==> config.mk <==
export PLATFORM = sky130hd
export DESIGN_NAME = indirect_walker
export DESIGN_NICKNAME = d
export VERILOG_FILES = /design/src/rtl/indirect_walker.sv
export SDC_FILE = /design/constraint.sdc
export NUM_CORES = 1
export LEC_CHECK = 0
export ABC_AREA = 0
export CORE_ASPECT_RATIO = 1.75
export CORE_UTILIZATION = 45
export DETAILED_ROUTE_END_ITERATION = 6
export GPL_TIMING_DRIVEN = 0
export PLACE_DENSITY = 0.83
export SLEW_MARGIN = 20
export SYNTH_ARGS = -nofsm -noshare
export SYNTH_HDL_FRONTEND = slang
export SYNTH_SLANG_ARGS = --single-unit
==> constraint.sdc <==
create_clock -name clk -period 3.15 [get_ports clk]
set_input_delay 0.63 -clock clk [delete_from_list [all_inputs] [get_ports clk]]
set_output_delay 0.63 -clock clk [all_outputs]
set_load 0.05 [all_outputs]
==> src/rtl/indirect_walker.sv <==
// indirect_walker: multi-level indirection adapter between the pipeline MEM
// stage (P_ side) and the data memory / D-cache (D_ side).
// A request dereferences up to MAX_LEVELS pointers, starting at P_mem_address.
// It then performs the final read or write at the resolved address.
//
// State table
//   state   | meaning
//   IDLE    | waiting for a request; request fields latched on acceptance
//   PTR     | fetching the next pointer from cur_addr (read, full mask)
//   FINAL   | final read/write at the resolved address
//   RESP    | one-cycle completion pulse to the pipeline
//
// Ports
//   clk, reset_n            clock, async active-low reset
//   P_mem_read/write        pipeline request strobes (held until P_mem_resp)
//   P_mem_address/wdata     initial address, final write data
//   P_mem_byte_enable       byte mask for the final access
//   P_levels                dereference count (0 = direct), clamped to MAX_LEVELS
//   P_mem_resp/rdata/busy   completion pulse, registered read data, busy flag
//   D_mem_*                 downstream memory request / response
module indirect_walker #(
  parameter int WORD_W     = 16,
  parameter int MASK_W     = 2,
  parameter int MAX_LEVELS = 2,
  parameter int ALIGN_PTR  = 1,
  localparam int LVL_W     = $clog2(MAX_LEVELS + 1)
) (
  input  logic              clk,
  input  logic              reset_n,
  input  logic              P_mem_read,
  input  logic              P_mem_write,
  input  logic [WORD_W-1:0] P_mem_address,
  input  logic [WORD_W-1:0] P_mem_wdata,
  input  logic [MASK_W-1:0] P_mem_byte_enable,
  input  logic [LVL_W-1:0]  P_levels,
  output logic              P_mem_resp,
  output logic [WORD_W-1:0] P_mem_rdata,
  output logic              P_busy,
  output logic              D_mem_read,
  output logic              D_mem_write,
  output logic [WORD_W-1:0] D_mem_address,
  output logic [WORD_W-1:0] D_mem_wdata,
  output logic [MASK_W-1:0] D_mem_byte_enable,
  input  logic              D_mem_resp,
  input  logic [WORD_W-1:0] D_mem_rdata
);

  typedef enum logic [1:0] {S_IDLE, S_PTR, S_FINAL, S_RESP} state_t;

  state_t              state_q, state_d;
  logic                op_write_q, op_write_d;
  logic [WORD_W-1:0]   cur_addr_q, cur_addr_d;
  logic [WORD_W-1:0]   wdata_q, wdata_d;
  logic [MASK_W-1:0]   be_q, be_d;
  logic [LVL_W-1:0]    lvl_q, lvl_d;
  logic [WORD_W-1:0]   rdata_q, rdata_d;

  logic [LVL_W-1:0]    lvl_req;
  logic [WORD_W-1:0]   ptr;

  always_ff @(posedge clk or negedge reset_n) begin
    if (!reset_n) begin
      state_q    <= S_IDLE;
      op_write_q <= 1'b0;
      cur_addr_q <= '0;
      wdata_q    <= '0;
      be_q       <= '0;
      lvl_q      <= '0;
      rdata_q    <= '0;
    end else begin
      state_q    <= state_d;
      op_write_q <= op_write_d;
      cur_addr_q <= cur_addr_d;
      wdata_q    <= wdata_d;
      be_q       <= be_d;
      lvl_q      <= lvl_d;
      rdata_q    <= rdata_d;
    end
  end

  always_comb begin
    state_d           = state_q;
    op_write_d        = op_write_q;
    cur_addr_d        = cur_addr_q;
    wdata_d           = wdata_q;
    be_d              = be_q;
    lvl_d             = lvl_q;
    rdata_d           = rdata_q;
    P_mem_resp        = 1'b0;
    D_mem_read        = 1'b0;
    D_mem_write       = 1'b0;
    D_mem_address     = '0;
    D_mem_wdata       = '0;
    D_mem_byte_enable = '0;

    lvl_req = (P_levels > LVL_W'(MAX_LEVELS)) ? LVL_W'(MAX_LEVELS) : P_levels;

    // Fetched pointers are used verbatim apart from optional word alignment.
    ptr = D_mem_rdata;
    if (ALIGN_PTR != 0) ptr[0] = 1'b0;

    case (state_q)
      S_IDLE: begin
        if (P_mem_read || P_mem_write) begin
          op_write_d = P_mem_write;  // write wins when both strobes are high
          cur_addr_d = P_mem_address;
          wdata_d    = P_mem_wdata;
          be_d       = P_mem_byte_enable;
          lvl_d      = lvl_req;
          state_d    = (lvl_req != '0) ? S_PTR : S_FINAL;
        end
      end
      S_PTR: begin
        D_mem_read        = 1'b1;
        D_mem_address     = cur_addr_q;
        D_mem_byte_enable = '1;
        if (D_mem_resp) begin
          cur_addr_d = ptr;
          lvl_d      = lvl_q - LVL_W'(1);
          if (lvl_q == LVL_W'(1)) state_d = S_FINAL;
        end
      end
      S_FINAL: begin
        D_mem_read        = !op_write_q;
        D_mem_write       = op_write_q;
        D_mem_address     = cur_addr_q;
        D_mem_wdata       = wdata_q;
        D_mem_byte_enable = be_q;
        if (D_mem_resp) begin
          if (!op_write_q) rdata_d = D_mem_rdata;
          state_d = S_RESP;
        end
      end
      S_RESP: begin
        P_mem_resp = 1'b1;
        state_d    = S_IDLE;
      end
      default: state_d = S_IDLE;
    endcase
  end

  assign P_busy      = (state_q != S_IDLE);
  assign P_mem_rdata = rdata_q;

endmodule

Yosys cells after proc, flatten, opt, wreduce, memory -nomap -nowiden
Cells that the tools add are included.
{"block": "op_classes", "add_sub_neg": 1, "order_cmp": 1, "eq_ne": 8, "n_mux": 19, "bitwise": 1, "reduce_logical": 11}
{"cell": "$mux 16", "count": 4}
{"cell": "$pmux 16 s2", "count": 1}
{"cell": "$mux 2", "count": 8}
{"cell": "$ne 2x2->1 const B", "count": 4}
{"cell": "$pmux 2 s2", "count": 2}
{"cell": "$pmux 2 s4", "count": 1}
{"cell": "$reduce_and 3->1", "count": 2}
{"cell": "$reduce_bool 2->1", "count": 3}
{"cell": "$eq 2x1->1 const B", "count": 2}
{"cell": "$eq 2x2->1 const B", "count": 2}
{"cell": "$reduce_and 4->1", "count": 1}
{"cell": "$gt 2x2->1 const B", "count": 1}
{"cell": "$logic_not 2->1", "count": 1}
{"cell": "$mux 1", "count": 2}
{"cell": "$pmux 1 s2", "count": 1}
{"cell": "$reduce_and 2->1", "count": 1}
{"cell": "$reduce_or 2->1", "count": 1}
{"cell": "$sub 2x1->2 const B", "count": 1}
{"cell": "$logic_not 1->1", "count": 1}
{"cell": "$logic_or 1x1->1", "count": 1}
{"cell": "$not 1->1", "count": 1}
{"block": "totals", "ff_bits": 55, "in_bits": 57, "word_cells": 48}

Depth between registers and ports, before layout
Gate-level depths: netlist of run 1.
{"block": "logic_depth", "ltp_word": 6, "depth_mapped": 7, "mapped_depth_nobuf": 5}

Least setup slack after synthesis of run 1
No wires, ideal clock.
{"block": "synth_path", "kind": "reg2out", "from": "reg state_q[0]", "to": "out D_mem_byte_enable[0]", "arrival_ps": 1697, "required_ps": 2520, "slack_ps": 823, "stages_incl_launch_ff": 5, "cell_sequence": "dfrtp_1 -> inv_1 -> ha_1 -> clkbuf_1 -> nor2b_1"}
{"block": "synth_via", "elab_chain_len": 2, "elab_cells_between_ends": 3, "cone_classes": "eq/ne (2); mux (1)"}
{"element": "from (decl)", "line_no": "50", "rtl": "state_t state_q, state_d;"}
{"element": "from (signal assigned)", "line_no": "71", "rtl": "state_q <= state_d;"}
{"element": "$eq 2x2->1 / $eq 2x1->1 (equally long branches)", "line_no": "102", "rtl": "case (state_q)"}
{"element": "$pmux 2 s2 (*)", "line_no": "102"}
{"element": "to (decl)", "line_no": "43", "rtl": "output logic [MASK_W-1:0] D_mem_byte_enable,"}
Every way passes the cells marked *; elsewhere a longest branch is shown, timed or not.

Final worst setup path of run 1
{"block": "layout_path", "from": "reg state_q[0]", "to": "out D_mem_wdata[13]"}
{"block": "layout_via", "elab_chain_len": 2}
{"element": "$eq 2x2->1", "line_no": "102"}
{"element": "$mux 16", "line_no": "102"}
{"element": "to (decl)", "line_no": "42", "rtl": "output logic [WORD_W-1:0] D_mem_wdata,"}
No other way between the ends.

==> results_dict.tcl, run 1 <==
set metrics [dict create \
    status "finished, final reports clean" \
    die_width_um 61.3 \
    wire_per_inst_um 16.3 \
    min_period_over_period 0.963 \
    clkTransAtPathRegs_ns 0.10 \
    final.min_clock_period_ns 3.03 \
    worstSetupStartpoint "state_q[0]" \
    synth-seq-area-share 0.497 \
    worst-r2r-setup-slack_ns 1.10 \
    die_area_sq_um 6490 \
    max_freq_ghz 0.330 \
    rsz0062_at_grt "false" \
    placeableCoreArea_sq_um 5930 \
    dp_hpwl_um 4820 \
    synth_cell_type_count 31 \
    cts_tree "done" \
    crit_path_start_kind "flop" \
    synth_area_sq_um 2770 \
    cts_root_buffer "clkbuf_8" \
    insertion_delay_ns 0.31 \
    crit_family "buffers and inverters" \
    antenna_found_initial 0 \
    maxCapViolations 0 \
    cp.required_ns 2.52 \
    layout_commonest_cell "clkdlybuf4s50_1" \
    vias 1983 \
    ys_ff_latch 55 \
    min_path_type "input port to async pin" \
    cp.arrival_ns 2.40 \
    syn_to_final_growth_pct 46.0 \
    gp_congestion 0.798 \
    max_stage_delay_ns 0.80 \
    fin_util 0.683 \
    path_cells "inv_1 > ha_1 > clkbuf_1 > and2_1 > clkdlybuf4s50_1" \
    synth_nets 270 \
    cts_sinks 55 \
    wl_um 6550 \
    skew_ns 0.00885 \
    grt_max_degree 56 \
    cts-htree-levels 2 \
    cts-buffers-inserted 5 \
    reg2reg_to "cur_addr_q[5]" \
    drc_errors 0 \
    grt_overflow 0 \
    relSlewSlack 0.522 \
    cts_buffer_depth 2 \
    dr.pass1.iters 4 \
    rows 37 \
    crit_type "flop to primary output" \
    antenna_cells 0 \
    yosys.area_share.simple 0.104 \
    grt_pass1_vias 2094 \
    yosys_warnings 0 \
    mostFrequentLayoutCells "78 x clkdlybuf4s50_1, 55 x dfrtp_1, 55 x mux2_2" \
    initial_utilization 0.467 \
    fill_cells 493 \
    synth_compound_area_frac 0.0411 \
    synth_fa_ha_area_frac 0.0316 \
    synth_top_family_by_area "multiplexers" \
    synth_xor_area_frac 0 \
    crit_slowest_cell "clkdlybuf4s50_1" \
    setup_viol_count_final 0 \
    vias_per_cell 4.93 \
    r2r_cells 7 \
    die_h_um 106 \
    cts_setup_buffers 0 \
    endpoint_kind "primary output" \
    track_usage 0.213 \
    rr_startpoint "state_q[0]" \
    worst-path-buf-inv 3 \
    grt_pass1_wl_um 10200 \
    final-hold-violation-count 0 \
    max_slew.worst_pin.slew_ns 0.716 \
    drive_above_1_share 0.284 \
    final-max-slew-violation-count 0 \
    syn_area_per_cell_sq_um 13.4 \
    cp_max_fo 10 \
    io_buffers 110 \
    drtAntennaViolNets 0 \
    synthMuxAreaShare 0.290 \
    pin_count 111 \
    drt_iter0_markers 41 \
    nets 387 \
    synthCells 206 \
]
-- sequential cells by signal (all words and copies together), names as in the netlist --
signal       count
state_q          2
lvl_q            2
op_write_q       1
P_mem_rdata     16
cur_addr_q      16
be_q             2
wdata_q         16
-- metal layers --
layer	GRT usage	vias to the layer above	wire length (um)
met1	0.234	956	2570
met5	0	-	0
met2	0.378	74	3400
li1	-	943	-
met4	0.0747	0	121
met3	0.0515	10	466
-- through the flow --
stage	setup TNS (ns)	cells	area (sq um)	hold WS, ns	setup WS, ns
after floorplan	0	206	2770	0.334	0.823
after global placement	-14.54	394	3970	0.465	-0.267
after detailed placement	0	394	3970	0.486	0.0953
after CTS	0	402	4060	0.388	0.00776
after global routing	0	402	4050	0.416	0.00766
final	0	402	4050	0.369	0.115
-- timing repair --
item / in CTS / in global routing
hold buffers: 0 / 0
resized for setup: 21 / 30
hold endpoints to repair: 0 / 0
gates cloned: 0 / 0
endpoints found under the setup margin: 21 / 20
-- final cells by class --
| type | instances | area [sq um] | share of cell area |
|---|---|---|---|
| sequential | 55 | 1380 | 0.340 |
| tap | 78 | 97.6 | 0.0241 |
| buffer | 10 | 83.8 | 0.0207 |
| inverter | 5 | 18.8 | 0.00464 |
| timing repair buffer | 110 | 1060 | 0.262 |
| clock buffer | 6 | 82.6 | 0.0204 |
| multi-input combinational | 136 | 1290 | 0.319 |
| clock inverter | 2 | 35.0 | 0.00866 |
-- worst max-delay path by stage --
stage	slack, ns	depth (start not counted)	endpoint
after global placement	-0.27	1	P_mem_rdata[8]
after CTS	0.008	6	D_mem_wdata[2]
after global routing	0.008	5	D_mem_wdata[12]
final	0.12	5	D_mem_wdata[13]
after floorplan	0.82	4	D_mem_byte_enable[0]
after detailed placement	0.1	6	D_mem_wdata[2]
-- cells in the mapped netlist, drive strengths merged --
master | count | area share
o22ai | 1 | 0.0023
or4b | 1 | 0.0036
o211ai | 1 | 0.0027
mux2i | 4 | 0.014
nor3b | 1 | 0.0027
nor2b | 5 | 0.011
buf | 5 | 0.020
o21ai | 2 | 0.0077
or2 | 1 | 0.0023
clkbuf | 5 | 0.010
mux2 | 65 | 0.28
and2 | 33 | 0.075
a21boi | 1 | 0.0027
o32a | 1 | 0.0036
a21oi | 5 | 0.013
nand2 | 4 | 0.0054
inv | 5 | 0.0068
nor2 | 1 | 0.0041
o21a | 1 | 0.0027
a211o | 1 | 0.0032
dfrtp | 55 | 0.50
ha | 7 | 0.032
a2111oi | 1 | 0.0032
-- logic make-up after synthesis --
group           after synthesis
mux                          69
flops                        55
simple gates                 46
buf+inv                      15
compound gates               14
fa+ha+maj                     7
Power of run 1 is left out: the tool's default activity adds up to more than one toggle a clock period on the data nets, which glitch-free logic cannot reach.
==> run 2: changes to the inputs <==
--- a/config.mk
+++ b/config.mk
@@ -5,12 +5,12 @@
 export SDC_FILE = /design/constraint.sdc
 export NUM_CORES = 1
 export LEC_CHECK = 0
-export ABC_AREA = 0
+export ABC_AREA = 1
 export CORE_ASPECT_RATIO = 1.75
 export CORE_UTILIZATION = 45
 export DETAILED_ROUTE_END_ITERATION = 6
 export GPL_TIMING_DRIVEN = 0
-export PLACE_DENSITY = 0.83
+export PLACE_DENSITY = 0.82
 export SLEW_MARGIN = 20
 export SYNTH_ARGS = -nofsm -noshare
 export SYNTH_HDL_FRONTEND = slang
==> run 2 against run 1 <==
  * Hold slack got worse by 0.030 ns
  * Via count rose by 39%
  * Synthesized cell count rose by 88%
  * Critical path type unchanged
  * Highest routed layer unchanged
==> results_dict.tcl, run 2 <==
set metrics [dict create \
    endpoint_kind "primary output" \
    r2r_cells 7 \
    crit_path_start_kind "flop" \
    yosysMostFrequentCell "nand2_1" \
    powerDensity_nw_per_um2 1170 \
    cts_root_buffer "clkbuf_8" \
    rows 38 \
    final-hold-violation-count 0 \
    worstSetupStartpoint "state_q[0]" \
    synthCells 387 \
    final_area_sq_um 4170 \
    cts_buffer_depth 2 \
    synth-seq-area-share 0.484 \
    ys_ff_latch 55 \
    relSlewSlack 0.539 \
    clkTransAtPathRegs_ns 0.10 \
    ys.flop_type "dfrtp_1" \
    dr.pass1.iters 4 \
    synth_common_cells "175 x nand2_1, 61 x inv_1, 55 x dfrtp_1" \
    yosys_warnings 0 \
    maxCapViolations 0 \
    p_leak_nw 2.50 \
    synth_area_sq_um 2840 \
    grt_pass1_wl_um 11300 \
    grt_pass1_vias 2551 \
    cp.arrival_ns 2.39 \
    rr_startpoint "state_q[0]" \
    yosysTopAreaCell "dfrtp_1" \
    cts-htree-levels 2 \
    nets 568 \
    synth_cell_type_count 19 \
    worst-r2r-setup-slack_ns 1.38 \
    synth_edf_count 0 \
    drive_above_1_share 0.0574 \
    power_mw 4.86 \
    synthTopCellsByArea "dfrtp_1 48%, nand2_1 23%, inv_1 8.1%" \
    fill_cells 512 \
    status "finished, final reports clean" \
    netlist.area_leader.share 0.484 \
    crit_type "flop to primary output" \
    cts_setup_buffers 0 \
    die_width_um 62.1 \
    max_slew.worst_pin.slew_ns 0.691 \
    crit_path_end "D_mem_address[15]" \
    grt_overflow 0 \
    insertion_delay_ns 0.32 \
    cts-buffers-inserted 5 \
    min_period_over_period 0.958 \
    initial_utilization 0.463 \
    drtAntennaViolNets 0 \
    antenna_cells 0 \
    async_reset_ff_frac 1.00 \
    layout_commonest_cell "nand2_1" \
    wire_per_inst_um 12.6 \
    dp_hpwl_um 5560 \
    die_area_sq_um 6650 \
    max_freq_ghz 0.332 \
    ir_worst_vdd_uv 672 \
    cts_hold_buf 0 \
    track_usage 0.231 \
    die_h_um 107 \
    mostFrequentLayoutCells "175 x nand2_1, 82 x clkdlybuf4s50_1, 61 x inv_1" \
    wl_um 7390 \
    final.min_clock_period_ns 3.02 \
    cp_max_fo 8 \
    grt_max_degree 56 \
    syn_to_final_growth_pct 46.7 \
    drc_errors 0 \
    placeableCoreArea_sq_um 6130 \
    skew_ns 0.00842 \
    final-max-slew-violation-count 0 \
    gp_congestion 0.782 \
    antenna_found_initial 0 \
    min_path_type "input port to async pin" \
    rsz0062_at_grt "false" \
    drt_iter0_markers 139 \
    pin_count 111 \
    vias 2749 \
    io_buffers 110 \
    reg2reg_to "wdata_q[12]" \
    cts_sinks 55 \
    cts_tree "done" \
    place_area_sq_um 4040 \
    syn_area_per_cell_sq_um 7.34 \
    setup_viol_count_final 0 \
    synth_nets 451 \
    vias_per_cell 4.70 \
    cp.required_ns 2.52 \
]
==> run 2: cell types whose count changed after synthesis, sizes merged, moves of 24 or more <==
cell and change:
mux2 -65, and2 -33, o21ai +34, nand3 +24, nand2 +172, inv +59
==> run 2: kinds of logic after synthesis <==
logic type	Yosys count	synth area share
AO/OA/AOI/OAI	40	0.0718
flip-flops	55	0.484
adder cells (fa/ha/maj)	7	0.0308
buffers and inverters	81	0.122
AND/OR/NAND/NOR	204	0.291
==> run 2: how the worst min path moves through the flow <==
stage,from,to,slack (ns)
2_1_floorplan,reset_n,P_mem_rdata[0],0.33
3_3_place_gp,lvl_q[1],lvl_q[1],0.45
3_5_place_dp,cur_addr_q[3],cur_addr_q[3],0.46
4_1_cts,reset_n,state_q[0],0.37
5_1_grt,reset_n,state_q[0],0.39
6_report,reset_n,state_q[0],0.34
==> run 2: cell type report <==
class / instances / area [sq um] / share of cell area
Buffer: 16 / 103 / 0.0246
Clock buffer: 6 / 82.6 / 0.0198
Clock inverter: 2 / 35.0 / 0.00841
Inverter: 65 / 244 / 0.0585
Multi-Input combinational cell: 251 / 1120 / 0.268
Sequential cell: 55 / 1380 / 0.330
Tap cell: 80 / 100 / 0.0240
Timing Repair Buffer: 110 / 1110 / 0.266
==> run 2: critical path: stages, from the launching register on <==
cell and delay (ns):
dfrtp_1 0.44, inv_1 0.11, ha_1 0.28, clkbuf_1 0.29, nand2_1 0.08, inv_1 0.07, clkdlybuf4s50_1 0.80
==> run 2: repair_timing <==
action / 4_1_cts / 5_1_grt
setup endpoints to repair: 16 / 21
resized for setup: 16 / 23
pin swaps: 0 / 0
==> run 2: through the flow <==
stage | cells | setup TNS, ns | utilization | hold WS (ns) | setup WS, ns
2_1_floorplan | 387 | 0 | - | 0.334 | 0.692
3_3_place_gp | 577 | -8.94 | 0.659 | 0.453 | -0.166
3_5_place_dp | 577 | 0 | 0.659 | 0.460 | 0.183
4_1_cts | 585 | 0 | 0.675 | 0.370 | 0.00221
5_1_grt | 585 | 0 | 0.680 | 0.393 | 0.00325
6_report | 585 | 0 | 0.680 | 0.340 | 0.133
==> run 2: where the power goes <==
group          switching, mW  internal, mW  total (mW)
clock                  0.232         0.257       0.489
sequential             0.182          1.04        1.22
combinational           2.17         0.985        3.15
==> run 2: metal layers <==
layer | up-vias | routed length (um) | share of wire | track usage
li1 | 1387 | - | - | -
met1 | 1250 | 2860 | 0.39 | 0.255
met2 | 95 | 3830 | 0.52 | 0.397
met3 | 17 | 510 | 0.069 | 0.0543
met4 | 0 | 189 | 0.026 | 0.103
met5 | - | 0 | 0 | 0
Note: power is estimated with default switching activity, not from simulation.
==> variant (config.mk and constraints of run 1) <==
`MAX_LEVELS`: 2 -> 4.
--- a/src/rtl/indirect_walker.sv
+++ b/src/rtl/indirect_walker.sv
@@ -23,3 +23,3 @@
   parameter int MASK_W     = 2,
-  parameter int MAX_LEVELS = 2,
+  parameter int MAX_LEVELS = 4,
   parameter int ALIGN_PTR  = 1,
Interface: changed (resized P_levels); port bits go from 111 to 112. No check against the original RTL was run, so the function may have changed too.
==> variant against run 1 <==
- sequential cell count is 1 higher
- synthesized area is 0.90% higher
- die area is 0.88% higher
- worst setup slack better by 0.014 ns
- global-route usage is 1.1 points higher
- final area is 0.90% higher
- wire length is 5.3% higher
- count of clock-buffer cells in the layout stayed put
- critical path type unchanged
- highest routed layer unchanged
Power is left out: the tool's default activity adds up to more than one toggle a clock period on the data nets, which glitch-free logic cannot reach.
==> variant: results (changes against run 1) <==
FF-to-FF End: P_mem_rdata[10]
Post-synth ARST share: 1.00 (unchanged)
DR vias/cell: 5.05 (+2.4%)
dpl cell area: 4000 um2 (+0.88%)
I/O Buffers: 111 (+0.91%)
routed length on met3: 429 um (-7.9%)
distinct cell type count after synthesis: 29 (-6.5%)
initial DRC count: 45 (+9.8%)
hpwl dp: 5.15 mm (+6.9%)
largest net degree at the start of global routing: 57 (+1.8%)
status: complete, no violations
worst-path maximum fanout: 10 (unchanged)
post-place setup slack: 0.154 ns (+0.0588 ns)
H-tree Lvls: 2 (unchanged)
worst reg2reg setup slack: 1.13 ns (+0.03 ns)
Top Layer Used: met4
time the worst path needs with I/O delays and setup: 3.02 ns (-0.0138 ns)
initial antenna violation count: 0 (unchanged)
hold slack: 0.349 ns (-0.0203 ns)
Hold WC Path Type: input pin to async pin
clk_skew: 0.00508 ns (-0.00377 ns)
CP top delay family: buffers and inverters
GP Congestion: 0.787 (-1.3%)
drt first pass iters: 4 (unchanged)
slowest stage delay, CP: 0.80 ns (about the same)
synth top area cells: dfrtp_1 50%, mux2_2 23%, and2_1 7.4%, mux2_4 4.8%, ha_1 2.7%
Worst-path clk slew: 0.10 ns (about the same)
GRT Resource Usage Total: 0.224 (+0.0108)
top post-synthesis cells by count: 57 x mux2_2, 56 x dfrtp_1, 33 x and2_1, 9 x mux2_4, 8 x inv_1
post-CTS setup buffer count: 0 (unchanged)
clock buffer count from CTS: 5 (unchanged)
Worst-Margin Slew: 0.720 ns (+0.00404 ns)
# diodes: 0 (unchanged)
drt total wl: 6.90 mm (+5.3%)
maximum root-to-sink buffer count: 2 (unchanged)
layout cells sized above 1: 0.287 (+0.00347)
R2R Path Start: state_q[0]
vias in the first global route: 2212 (+5.6%)
first-pass GRT wire length: 10.6 mm (+3.6%)
Fill cells: 482 (-2.2%)
drt wl/cell: 16.7 um (+2.7%)
met2 wire len: 3.85 mm (+13%)
Synth Net Count: 279 (+3.3%)
Yosys Warn Count: 0 (unchanged)
Seq/Total Area, Yosys: 0.501 (+0.00450)
Reg2Reg Depth: 6 (-1)
# placed instances: 404 (+2.5%)
post-synth top area cell: dfrtp_1
WL met1: 2.43 mm (-5.2%)
Clock Latency Late Sink: 0.32 ns
Post-Syn Instances: 215 (+4.4%)
CTS Root Cell: clkbuf_8
variant: cell count changes after synthesis, sizes merged, moves of 2 or more:
cell / delta
nand2: +2
nor2b: -2
inv: +3
nor2: +2
buf: +2
o21ai: +2
nand3b: +2
variant: logic make-up (layout without fill, tap and decap cells):
family	Yosys count	in the layout	synth area share
muxes	69	69	0.290
DFF	56	56	0.501
and+or+nand+nor	53	53	0.120
buffers and inverters	19	138	0.0349
AOI/OAI and AO/OA	12	12	0.0269
adders and majority gates	6	6	0.0269
variant: layout make-up:
class | instances | area, um2 | area share
multi-input combinational | 140 | 1300 | 0.318
timing repair buffer | 111 | 1080 | 0.265
tap | 78 | 97.6 | 0.0239
clock inverter | 2 | 35.0 | 0.00858
sequential | 56 | 1400 | 0.343
buffer | 11 | 68.8 | 0.0169
inverter | 8 | 30.0 | 0.00736
clock buffer | 6 | 72.6 | 0.0178
variant: how the worst max path moves through the flow:
stage	from	end
finish	state_q[0]	D_mem_write
global route	state_q[0]	D_mem_write
CTS	state_q[0]	D_mem_read
detailed placement	state_q[0]	D_mem_wdata[5]
global placement	reset_n	P_mem_rdata[11]
floorplan	state_q[1]	D_mem_byte_enable[0]
variant: per-layer routing:
layer / vias to the layer above / global-route usage
li1: 965 / -
met1: 1029 / 0.230
met2: 74 / 0.409
met3: 13 / 0.0462
met4: 0 / 0.0984
met5: - / 0
variant: repair_timing:
action / 4_1_cts / 5_1_grt
hold buffers: 0 / 0
setup endpoints to repair: 19 / 24
gates resized for setup: 19 / 35
